===== src/rtl/vga_pkg.sv =====
// Default 640x480@60 raster timing shared by the timing generator and pixel generator.
package vga_pkg;
    localparam int COORD_W  = 10;

    localparam int H_ACTIVE = 640;
    localparam int H_FP     = 16;
    localparam int H_SYNC   = 96;
    localparam int H_BP     = 48;
    localparam int V_ACTIVE = 480;
    localparam int V_FP     = 10;
    localparam int V_SYNC   = 2;
    localparam int V_BP     = 33;

    localparam int H_TOTAL  = H_ACTIVE + H_FP + H_SYNC + H_BP;
    localparam int V_TOTAL  = V_ACTIVE + V_FP + V_SYNC + V_BP;

    typedef logic [COORD_W-1:0] coord_t;

    // Half-open window test used for sync decode: lo <= v < hi.
    function automatic logic in_window(coord_t v, coord_t lo, coord_t hi);
        return (v >= lo) && (v < hi);
    endfunction
endpackage


===== src/rtl/vga_timing.sv =====
// VGA raster timing: free-running h/v counters decoded into registered sync/valid/coords.
// Latency: outputs describe the counter values held one edge earlier.
// Backpressure: none; the raster runs every pixel clock.
module vga_timing #(
    parameter int H_ACTIVE = vga_pkg::H_ACTIVE,
    parameter int H_FP     = vga_pkg::H_FP,
    parameter int H_SYNC   = vga_pkg::H_SYNC,
    parameter int H_BP     = vga_pkg::H_BP,
    parameter int V_ACTIVE = vga_pkg::V_ACTIVE,
    parameter int V_FP     = vga_pkg::V_FP,
    parameter int V_SYNC   = vga_pkg::V_SYNC,
    parameter int V_BP     = vga_pkg::V_BP
) (
    input  logic                        clk,
    input  logic                        reset,
    output logic                        hsync,
    output logic                        vsync,
    output logic                        valid,
    output logic [vga_pkg::COORD_W-1:0] col,
    output logic [vga_pkg::COORD_W-1:0] row,
    output logic                        line_start,
    output logic                        frame_start
);
    import vga_pkg::*;

    localparam int H_TOT = H_ACTIVE + H_FP + H_SYNC + H_BP;
    localparam int V_TOT = V_ACTIVE + V_FP + V_SYNC + V_BP;

    if (H_TOT > 1024 || V_TOT > 1024) begin : g_total_check
        $error("vga_timing: H/V totals do not fit the 10-bit counters");
    end

    localparam coord_t H_LAST   = coord_t'(H_TOT - 1);
    localparam coord_t V_LAST   = coord_t'(V_TOT - 1);
    localparam coord_t H_VIS    = coord_t'(H_ACTIVE);
    localparam coord_t V_VIS    = coord_t'(V_ACTIVE);
    localparam coord_t HS_START = coord_t'(H_ACTIVE + H_FP);
    localparam coord_t HS_END   = coord_t'(H_ACTIVE + H_FP + H_SYNC);
    localparam coord_t VS_START = coord_t'(V_ACTIVE + V_FP);
    localparam coord_t VS_END   = coord_t'(V_ACTIVE + V_FP + V_SYNC);

    coord_t hcount;
    coord_t vcount;

    always_ff @(posedge clk) begin
        if (reset) begin
            hcount      <= '0;
            vcount      <= '0;
            hsync       <= 1'b1;
            vsync       <= 1'b1;
            valid       <= 1'b0;
            col         <= '0;
            row         <= '0;
            line_start  <= 1'b0;
            frame_start <= 1'b0;
        end else begin
            if (hcount == H_LAST) begin
                hcount <= '0;
                vcount <= (vcount == V_LAST) ? '0 : vcount + 1'b1;
            end else begin
                hcount <= hcount + 1'b1;
            end

            // Decode the pre-edge counters so every output shares one cycle of latency.
            hsync       <= !in_window(hcount, HS_START, HS_END);
            vsync       <= !in_window(vcount, VS_START, VS_END);
            valid       <= (hcount < H_VIS) && (vcount < V_VIS);
            col         <= hcount;
            row         <= vcount;
            line_start  <= (hcount == '0);
            frame_start <= (hcount == '0) && (vcount == '0);
        end
    end
endmodule

===== config.mk =====
export PLATFORM = sky130hd
export DESIGN_NAME = vga_timing
export DESIGN_NICKNAME = d
export VERILOG_FILES = /design/src/rtl/vga_pkg.sv /design/src/rtl/vga_timing.sv
export SDC_FILE = /design/constraint.sdc
export NUM_CORES = 1
export LEC_CHECK = 0
export ABC_AREA = 1
export CAP_MARGIN = 20
export CORE_AREA = 2 2 48 94
export DETAILED_ROUTE_END_ITERATION = 8
export DIE_AREA = 0 0 50 96
export PLACE_DENSITY = 0.68
export SYNTH_ARGS = -nofsm -noshare
export SYNTH_HDL_FRONTEND = slang
export SYNTH_SLANG_ARGS = --single-unit

===== constraint.sdc =====
create_clock -name clk -period 1.45 [get_ports clk]
set_input_delay 0.29 -clock clk [delete_from_list [all_inputs] [get_ports clk]]
set_output_delay 0.29 -clock clk [all_outputs]
set_load 0.02 [all_outputs]

==> flow_summary_export.csv <==
group,metric,value,unit
clock_network,path_clk_slew,0.08,ns
sta,min_period,1.35,ns
logic_synthesis,dominantRegCellSynth,"dfxtp_1",
logic_synthesis,ys_seq_area_share,51.5,%
logic_synthesis,async_reset_ff_share,0,%
logic_synthesis,synth_edf_count,0,
critical_path,ff2ff_path_depth,9,
sta,setup_viol,0,
pwr,p_per_area,1000,nW/µm²
sta,worst_pin_slew,0.360,ns
grt,grt_max_degree,23,
grt,antenna_found_initial,0,
die,pin_count,27,
clock_network,cts_setup_buffers,0,
pwr,leakagePower,1.06,nW
clock_network,cts_tree,"yes",
critical_path,start_kind,"flip-flop",
routing,viasPerCell,4.68,
sta,finalCritPeriodShare,93.2,%
critical_path,r2r-end,"vcount[1]",
critical_path,crit_required,1.63,ns
routing,vias,1482,
logic_synthesis,synth_area,1750,µm²
logic_synthesis,avgSynthCellArea,7.88,µm²
outcome,status,"finished clean",
grt,grtUsageTotal,17.5,%
die,rows,33,
routing,firstDrtPassIters,4,
critical_path,reg2reg_slack,0.1,ns
sta,hold_violations,0,
hold_path,hold_start,"vcount[7]",
critical_path,criticalPathCategory,"reg2reg",
clock_network,insertion_delay,0.29,ns
grt,grt_pass1_wl,6090,µm
routing,antenna_left,0,
logic_synthesis,synthTopCellsByCount,"nor2_1 (56), dfxtp_1 (45), nand2_1 (37), inv_1 (26), nand3_1 (10)",
sta,slew_headroom,75.9,%
clock_network,clockBufferDepth,2,
routing,routed_wl,3740,µm
placed_design,gp_congestion,0.873,
die,initial_core_util,42.8,%
grt,grt-ovfl-total,0,
placed_design,dpl.hpwl,2990,µm
clock_network,cts_made_buffers,5,
logic_synthesis,yosysUniqueCellTypes,23,
logic_synthesis,synth_area_leaders,"dfxtp_1 (52%), nor2_1 (12%), nand2_1 (7.9%)",
clock_network,cts-root-buf,"clkbuf_8",
critical_path,cp_max_fo,7,
routing,post_drt_wl_per_cell,11.8,µm
clock_network,cts.sink_count,45,
logic_synthesis,synth_cells,222,
logic_synthesis,syn-num-nets,229,
cells_and_area,postLayoutCellArea,2250,µm²
clock_network,htreeDepth,2,
sta,clock_skew,0.00454,ns
die,dieArea,4800,µm²
critical_path,r2r-start,"vcount[0]",
sta,fmax,740,MHz
die,die_y,96,µm
hold_path,hold_depth,2,
clock_network,cts_hold_buffers,0,
pwr,power,2.25,mW
logic_synthesis,yosys_warnings,0,
pwr,ir_drop,0.791,mV
cells_and_area,diodes,0,
routing,drtIter0Drc,15,
sta,rsz0062_at_grt,"no",
hold_path,hold-path-endpoint,"row[7]",
critical_path,crit_arrival,1.53,ns
logic_synthesis,synth_largest_area_cell,"dfxtp_1",
routing,post-route-drc-count,0,
cells_and_area,areaGrowthSynthToFinish,28.8,%
grt,grt_pass1_vias,1467,
cells_and_area,drive_above_1_share,14.3,%
logic_synthesis,yosysTopAreaCellShare,51.5,%
hold_path,hp-class,"reg2reg",
placed_design,port_buffers,26,
sta,drv_slew,0,
critical_path,cp-end-kind,"flip-flop",
die,die_x,50,µm
die,core_area,4090,µm²
sta,finalSetupTns,0,ns
flow_run,cap_violations,0,
logic_synthesis,yosysMostFrequentCell,"nor2_1",
placed_design,place_area,2160,µm²
cells_and_area,final_nets,272,
logic_synthesis,ys_ff_latch,45,
==> metrics by stage <==
stage / instances / setup slack [ns] / hold WS (ns) / util [%]
5_1_grt: 317 / 0.00817 / 0.543 / 55.1
4_1_cts: 317 / 0.0360 / 0.516 / 54.7
3_3_place_gp: 310 / 0.0215 / 0.501 / 52.9
3_5_place_dp: 310 / 0.0198 / 0.503 / 52.9
2_1_floorplan: 222 / 0.114 / 0.357 / -
6_report: 317 / 0.0992 / 0.518 / 55.1
==> flip-flops by register name, summed over array words and instances, names as in the netlist <==
register     flops
col             10
frame_start      1
hcount          10
hsync            1
line_start       1
row             10
valid            1
vcount          10
vsync            1
==> how the worst max path moves through the flow <==
stage / slack [ns] / cells past startpoint / end / from
5_1_grt: 0.008 / 9 / vcount[1] / vcount[0]
4_1_cts: 0.04 / 9 / vcount[1] / vcount[1]
3_5_place_dp: 0.02 / 5 / valid / reset
2_1_floorplan: 0.11 / 8 / hcount[9] / hcount[0]
3_3_place_gp: 0.02 / 5 / valid / reset
6_report: 0.1 / 9 / vcount[1] / vcount[0]
==> power breakdown <==
group | internal, mW | switching (mW)
sequential | 1.25 | 0.00750
combinational | 0.0403 | 0.0636
clock | 0.500 | 0.388
==> cells by family (layout without fill, tap and decap cells) <==
logic type	count (synthesis)	in the layout	synth area share (%)
and+or+nand+nor	126	126	31.7
DFF	45	45	51.5
buffers and inverters	31	74	7.51
AOI/OAI and AO/OA	11	11	3.72
adders and majority gates	5	5	3.58
xor gates and xnor gates	4	4	2.00
==> metal layers <==
metal / up-vias / GRT usage, % / share of wire, %
li1: 765 / - / -
met1: 658 / 14.1 / 33
met2: 36 / 32.9 / 57
met3: 23 / 4.04 / 3.0
met4: 0 / 16.4 / 7.1
met5: - / 0 / 0
==> layout by cell type, fill, tap and decap left out, types with 5 or more instances in the layout <==
cell	n
buf_4	12
clkbuf_8	5
dfxtp_1	44
dlygate4sd2_1	25
inv_1	26
nand2_1	35
nand2_2	7
nand3_1	10
nor2_1	56
==> layout make-up <==
| cell class | count | area, µm² |
|---|---|---|
| clock buffer | 5 | 68.8 |
| clock inverter | 2 | 35.0 |
| fill | 393 | 1840 |
| inverter | 27 | 101 |
| multi-input combinational | 146 | 729 |
| sequential | 45 | 902 |
| tap | 52 | 65.1 |
| timing repair buffer | 40 | 350 |
==> timing repair <==
| action | CTS | global route |
|---|---|---|
| endpoints found under the setup margin | 25 | 10 |
| gates resized for setup | 25 | 6 |
| cloned | 0 | 0 |
| pin swaps | 0 | 1 |
==> worst max-delay path, stage by stage, from the launching register on <==
cell     delay (ns)
dfxtp_1        0.35
inv_1          0.08
ha_1           0.16
nand3_1        0.09
nor2_1         0.16
nand2_1        0.08
nand2_1        0.07
nand2_2        0.11
inv_2          0.09
nor2_1         0.04
No activity file was read; power rests on OpenSTA's default activity.
